[src/rtl/interrupt_controller.sv]
`default_nettype none
// ============================================================================
// Module   : interrupt_controller
// Purpose  : Collects NUM_SRC asynchronous interrupt lines and presents them
//            to the CPU interrupt bus. Each line is synchronised, and its
//            rising edge is latched into a pending register. The pending
//            register is then masked and priority-encoded (the lowest index
//            wins). The result is offered with a valid/id/ack handshake.
//            Software reaches PEND / MASK / FORCE(STATUS) / LEVEL through a
//            small strobed register port.
// Ports    : clk, rst_n            clock, asynchronous active-low reset
//            irq_src[NUM_SRC]      raw asynchronous interrupt lines
//            reg_we/reg_re         register write / read strobes
//            reg_addr[2]           0=PEND 1=MASK 2=FORCE/STATUS 3=LEVEL
//            reg_wdata[32]         write data (bits >= NUM_SRC ignored)
//            reg_rdata[32]         registered read data
//            irq_out[NUM_SRC]      registered pend & mask
//            irq_valid, irq_id[4]  highest-priority unmasked pending source
//            irq_ack               CPU accepts irq_id
// Options  : IRQ_LEVEL_EN - adds the LEVEL register at address 3. It allows
//            each source to be made level-sensitive. When the macro is
//            undefined, address 3 reads 0 and every source is edge-sensitive.
// Revision : 1.0 - initial release
// ============================================================================
module interrupt_controller #(
  parameter int NUM_SRC     = 16,
  parameter int SYNC_STAGES = 2
) (
  input  logic               clk,
  input  logic               rst_n,
  input  logic [NUM_SRC-1:0] irq_src,
  input  logic               reg_we,
  input  logic               reg_re,
  input  logic [1:0]         reg_addr,
  input  logic [31:0]        reg_wdata,
  output logic [31:0]        reg_rdata,
  output logic [NUM_SRC-1:0] irq_out,
  output logic               irq_valid,
  output logic [3:0]         irq_id,
  input  logic               irq_ack
);

  localparam logic [1:0] C_ADDR_PEND  = 2'd0;
  localparam logic [1:0] C_ADDR_MASK  = 2'd1;
  localparam logic [1:0] C_ADDR_FORCE = 2'd2;
  localparam logic [1:0] C_ADDR_LEVEL = 2'd3;

  // --------------------------------------------------------------------------
  // State
  // --------------------------------------------------------------------------
  logic [SYNC_STAGES-1:0][NUM_SRC-1:0] sync_q, sync_d;
  logic [NUM_SRC-1:0] prev_q, prev_d;
  logic [NUM_SRC-1:0] pend_q, pend_d;
  logic [NUM_SRC-1:0] mask_q, mask_d;
  logic [NUM_SRC-1:0] irq_out_q, irq_out_d;
  logic               irq_valid_q, irq_valid_d;
  logic [3:0]         irq_id_q, irq_id_d;
  logic [31:0]        reg_rdata_q, reg_rdata_d;
  logic [NUM_SRC-1:0] level_val;

  // --------------------------------------------------------------------------
  // Combinational helpers
  // --------------------------------------------------------------------------
  logic [NUM_SRC-1:0] src_sync;    // output of the last synchroniser stage
  logic [NUM_SRC-1:0] edge_det;    // one-cycle rising-edge pulses
  logic [NUM_SRC-1:0] wr_bits;     // write data trimmed to the source count
  logic [NUM_SRC-1:0] pend_w1c;    // software clear request
  logic [NUM_SRC-1:0] pend_force;  // software set request
  logic [NUM_SRC-1:0] ack_clr;     // clear from an accepted handshake
  logic [NUM_SRC-1:0] pend_vis;    // pending bits the CPU is allowed to see
  logic               unused_wdata;

  // Only the low NUM_SRC bits of the write data matter. Fold the whole bus
  // so that the ignored upper bits still have a visible sink.
  assign unused_wdata = ^reg_wdata;
  assign wr_bits      = reg_wdata[NUM_SRC-1:0];

  assign pend_w1c   = (reg_we && reg_addr == C_ADDR_PEND)  ? wr_bits : '0;
  assign pend_force = (reg_we && reg_addr == C_ADDR_FORCE) ? wr_bits : '0;

  // --------------------------------------------------------------------------
  // Synchroniser chain and edge detector
  // --------------------------------------------------------------------------
  always_comb begin
    sync_d[0] = irq_src;
    for (int s = 1; s < SYNC_STAGES; s++) begin
      sync_d[s] = sync_q[s-1];
    end
  end

  assign src_sync = sync_q[SYNC_STAGES-1];
  assign prev_d   = src_sync;
  assign edge_det = src_sync & ~prev_q;

  // --------------------------------------------------------------------------
  // Acknowledge decode: only the source that is currently presented is
  // cleared, and only while the handshake is actually offering it.
  // --------------------------------------------------------------------------
  always_comb begin
    ack_clr = '0;
    if (irq_ack && irq_valid_q) begin
      for (int i = 0; i < NUM_SRC; i++) begin
        if (irq_id_q == 4'(i)) begin
          ack_clr[i] = 1'b1;
        end
      end
    end
  end

  // --------------------------------------------------------------------------
  // Optional level-sensitive sources
  // --------------------------------------------------------------------------
`ifdef IRQ_LEVEL_EN
  logic [NUM_SRC-1:0] level_q, level_d;

  assign level_d = (reg_we && reg_addr == C_ADDR_LEVEL) ? wr_bits : level_q;

  always_ff @(posedge clk or negedge rst_n) begin
    if (!rst_n) begin
      level_q <= '0;
    end else begin
      level_q <= level_d;
    end
  end

  assign level_val = level_q;
`else
  assign level_val = '0;
`endif

  // --------------------------------------------------------------------------
  // Pending register. For an edge source, a set request beats a
  // simultaneous clear, so a new edge is not lost when it coincides with
  // the ack of the previous one. A level source simply follows its
  // synchronised line. A FORCE write can still set it.
  // --------------------------------------------------------------------------
  always_comb begin
    pend_d = pend_q;
    for (int i = 0; i < NUM_SRC; i++) begin
      if (level_val[i]) begin
        pend_d[i] = src_sync[i] | pend_force[i];
      end else if (edge_det[i] || pend_force[i]) begin
        pend_d[i] = 1'b1;
      end else if (pend_w1c[i] || ack_clr[i]) begin
        pend_d[i] = 1'b0;
      end
    end
  end

  assign mask_d = (reg_we && reg_addr == C_ADDR_MASK) ? wr_bits : mask_q;

  // --------------------------------------------------------------------------
  // Output stage: one cycle behind pend/mask
  // --------------------------------------------------------------------------
  assign pend_vis    = pend_q & mask_q;
  assign irq_out_d   = pend_vis;
  assign irq_valid_d = |pend_vis;

  // Scan from the top down so that the lowest set index is the last to
  // assign. With nothing visible, the id stays 0.
  always_comb begin
    irq_id_d = '0;
    for (int i = NUM_SRC - 1; i >= 0; i--) begin
      if (pend_vis[i]) begin
        irq_id_d = 4'(i);
      end
    end
  end

  // --------------------------------------------------------------------------
  // Register read port. The value is sampled from the current flop
  // contents, so a read and a write in the same cycle return the value
  // from before the write. The data is held until the next read strobe.
  // --------------------------------------------------------------------------
  always_comb begin
    reg_rdata_d = reg_rdata_q;
    if (reg_re) begin
      case (reg_addr)
        C_ADDR_PEND:  reg_rdata_d = 32'(pend_q);
        C_ADDR_MASK:  reg_rdata_d = 32'(mask_q);
        C_ADDR_FORCE: reg_rdata_d = {27'b0, irq_valid_q, irq_id_q};
        C_ADDR_LEVEL: reg_rdata_d = 32'(level_val);
        default:      reg_rdata_d = '0;
      endcase
    end
  end

  // --------------------------------------------------------------------------
  // State registers
  // --------------------------------------------------------------------------
  always_ff @(posedge clk or negedge rst_n) begin
    if (!rst_n) begin
      sync_q      <= '0;
      prev_q      <= '0;
      pend_q      <= '0;
      mask_q      <= '0;
      irq_out_q   <= '0;
      irq_valid_q <= 1'b0;
      irq_id_q    <= '0;
      reg_rdata_q <= '0;
    end else begin
      sync_q      <= sync_d;
      prev_q      <= prev_d;
      pend_q      <= pend_d;
      mask_q      <= mask_d;
      irq_out_q   <= irq_out_d;
      irq_valid_q <= irq_valid_d;
      irq_id_q    <= irq_id_d;
      reg_rdata_q <= reg_rdata_d;
    end
  end

  assign irq_out   = irq_out_q;
  assign irq_valid = irq_valid_q;
  assign irq_id    = irq_id_q;
  assign reg_rdata = reg_rdata_q;

endmodule
`default_nettype wire

[config.mk]
export PLATFORM = sky130hd
export DESIGN_NAME = interrupt_controller
export DESIGN_NICKNAME = d
export VERILOG_FILES = /design/src/rtl/interrupt_controller.sv
export SDC_FILE = /design/constraint.sdc
export NUM_CORES = 1
export LEC_CHECK = 0
export ABC_CLOCK_PERIOD_IN_PS = 1900
export CORE_MARGIN = 3
export CORE_UTILIZATION = 49
export CTS_CLUSTER_DIAMETER = 40
export DETAILED_ROUTE_END_ITERATION = 12
export MAX_ROUTING_LAYER = met4
export PLACE_DENSITY_LB_ADDON = 0.2
export SYNTH_ARGS = -nofsm -noshare
export SYNTH_HDL_FRONTEND = slang
export SYNTH_SLANG_ARGS = --single-unit
[constraint.sdc]
create_clock -name clk -period 1.9 [get_ports clk]
set_input_delay 0.38 -clock clk [delete_from_list [all_inputs] [get_ports clk]]
set_output_delay 0.38 -clock clk [all_outputs]
set_load 0.05 [all_outputs]
==> run metrics, run 1 <==
Worst Clk Skew between 5 and 6 ps; unrepaired setup endpoints after global routing false; post-synth top area cell dfrtp_1; worst path cell trace buf_4, buf_4; WP data required 1520 ps; WL final between 9000 and 10000 um; status complete, no violations; Antenna Cells 0; fill count 668; Bufs on Longest Clock Path 2; sequential area share after synthesis ~65%; worst slack at placement -27.2 ps; synthesized area 4520 um^2; io pins 108; die height 102 um; Multi-input gate area 1350 um^2; post-route minimum period between 1500 and 2000 ps; power density over the cells 1360 nW/um^2; Worst path slowest cell dfrtp_1; gpl congestion 0.774; input/output buffers between 70 and 80; Crit Path Max Fanout 6; crit path setup slack, layout 129 ps; synth unique cells 42; CTS tree done; Die W 102 um; TritonCTS buffer count 17; WP data arrival 1390 ps; Setup crit end kind output pin; Main synth FF type dfrtp_1; DP Wirelength 6510 um; largest net degree at the start of global routing 52; GRT Total Usage 19.9%; critical path type reg -> out; Area growth, synth to finish 30.6%; hold_ws 296 ps; CP peak stage delay 470 ps; worst slew pin tran a little over 500 ps; Initial Util around half; htree depth 4; Final ANT Viol Nets 0; CP Buf/Inv Count 2; register bit total from synthesis 117; Setup Buffers After CTS 0; post-synthesis cell count 367; startpoint class of the critical path flop; Synth area leaders dfrtp_1 65%, nand2_1 3.6%, mux2i_1 3.5%, mux2_2 3.5%, buf_4 2.8%; MaxCap Viol Count 0; most used cell, CP buf_4; antenna violations before repair 0; cell with the most instances after synthesis dfrtp_1; Post-synth EDFFs 0; Setup TNS Final 0 ps; worst rel slew slack 66.3%; nets 517; Site Rows 34; Final Cycle Share between 90% and 100%; hold crit path type in -> reg; Worst-path clk slew around 60 ps; Pins Over Slew Limit 0; CTS Sinks 117; root buffer cell clkbuf_8; vias in the first global route slightly above 3000; Max Clk Rate roughly 560 MHz; Avg Inst Size Synth between 10 and 15 um^2; Yosys warning count 0; Leak between 2 and 3 nW; fraction of layout cells with a size suffix above 1 a little under a fifth; first-pass GRT wire length between 10000 and 15000 um; worst skew pair latency 520 ps; Avg WL per Cell between 15 and 20 um; final setup violating endpoints 0; GR Overflow Total 0; core area slightly below 9000 um^2; final routed DRC violation total 0; Worst VDD drop 0.000643 V; Post-synth ARST share 100%; most instantiated cells after synthesis 117 x dfrtp_1, 43 x nand2_1, 24 x a21oi_1, 23 x inv_1, 17 x buf_4; Vias slightly below 3000; Crit path max-delay family flip-flops; final hold vios 0; DR iter-0 viols ~190; die area roughly 10000 um^2; register area about 3000 um^2; Yosys top cell area share about two thirds; via/cell ratio 5.07; Pre-antenna DRT Iters 4
-- cell families (layout without fill, tap and decap cells) --
family / Yosys count / after routing / share of synthesized area [%]
AOI/OAI and AO/OA: 64 / 64 / 9.45
buffers and inverters: 53 / 146 / 6.59
DFF: 117 / 117 / 64.8
muxes: 32 / 32 / 7.54
other: 1 / 16 / 0.0830
and+or+nand+nor: 100 / 100 / 11.5
-- per-layer routing --
layer | wire (um) | up-vias | GRT usage (%)
met5 | 0 | - | -
met3 | 534 | 14 | 6.14
li1 | - | 1425 | -
met1 | 4120 | 1405 | 24.4
met2 | 4510 | 110 | 30.5
met4 | 142 | 0 | 8.68
-- registers in the layout, summed over array words and instances, names as in the netlist --
register and count:
prev_q 16, mask_q 16, irq_valid 1, pend_q 16
irq_out 16, irq_id 4, sync_d 16, reg_rdata 16
prev_d 16
-- cell type report --
cell class	instances	share of cell area (%)
clock buffer	19	7.32
clock inverter	13	2.27
inverter	25	1.59
multi-input combinational	212	22.8
sequential	117	49.6
tap	108	2.29
timing repair buffer	89	14.1
-- final timing paths --
check                      cells after the start               endpoint  slack (ps)            startpoint
setup / recovery                               2              irq_id[1]         130   irq_id[1]$_DFF_PN0_
hold / removal                                 1   sync_d[29]$_DFF_PN0_         300           irq_src[13]
setup reg to reg                               4  pend_q[2]$_DFFE_PN0P_         460   irq_id[0]$_DFF_PN0_
hold reg to reg                                0   prev_d[11]$_DFF_PN0_         350  sync_d[27]$_DFF_PN0_
max in group asynchronous                      3  pend_q[5]$_DFFE_PN0P_         940                 rst_n
min in group asynchronous                      2   irq_out[3]$_DFF_PN0_         350                 rst_n
-- per-stage QoR --
stage	util [%]	power, mW	area [um^2]	cells
CTS	66.7	8.06	5900	583
global route	66.7	8.36	5900	583
detailed placement	60.3	5.12	5340	550
finish	66.7	8.01	5900	583
floorplan	-	4.41	4570	382
global placement	60.3	5.06	5340	550
-- worst reg2reg max path, cell delays in order, from the launching register on --
cell and delay (ps):
dfrtp_1 470, nand2b_1 270, or4_1 440, nand3_1 110, nand2_1 50
-- layout by cell type (no fill, tap or decap), drive strengths merged, types with 6 or more instances in the layout --
cell | synthesis | routed
dfrtp | 117 | 117
nand2 | 44 | 44
buf | 25 | 38
clkdlybuf4s50 | 0 | 37
inv | 25 | 25
a21oi | 24 | 24
clkbuf | 3 | 19
nor2b | 17 | 17
mux2i | 16 | 16
conb | 1 | 16
mux2 | 16 | 16
nor2 | 14 | 14
dlygate4sd2 | 0 | 13
o22ai | 11 | 11
o211ai | 9 | 9
clkinvlp | 0 | 6
-- report_power, final --
group	internal, mW	total, mW	switching [mW]
clock	1.88	2.97	1.08
combinational	0.641	1.91	1.27
sequential	2.85	3.13	0.283
total	5.38	8.01	2.64
-- what timing repair did --
| action | in CTS | in global routing |
|---|---|---|
| resized for setup | 13 | 0 |
| hold buffers | 1 | 0 |
| hold endpoints to repair | 31 | 0 |
| endpoints found under the setup margin | 13 | 0 |
Power figures use the tool's default switching activity.
==> run 2: changes to the inputs <==
Settings changed: CTS_CLUSTER_SIZE from default to 16.
==> results of run 2 <==
No change in the layout: final DEF, timing and power equal those of run 1.
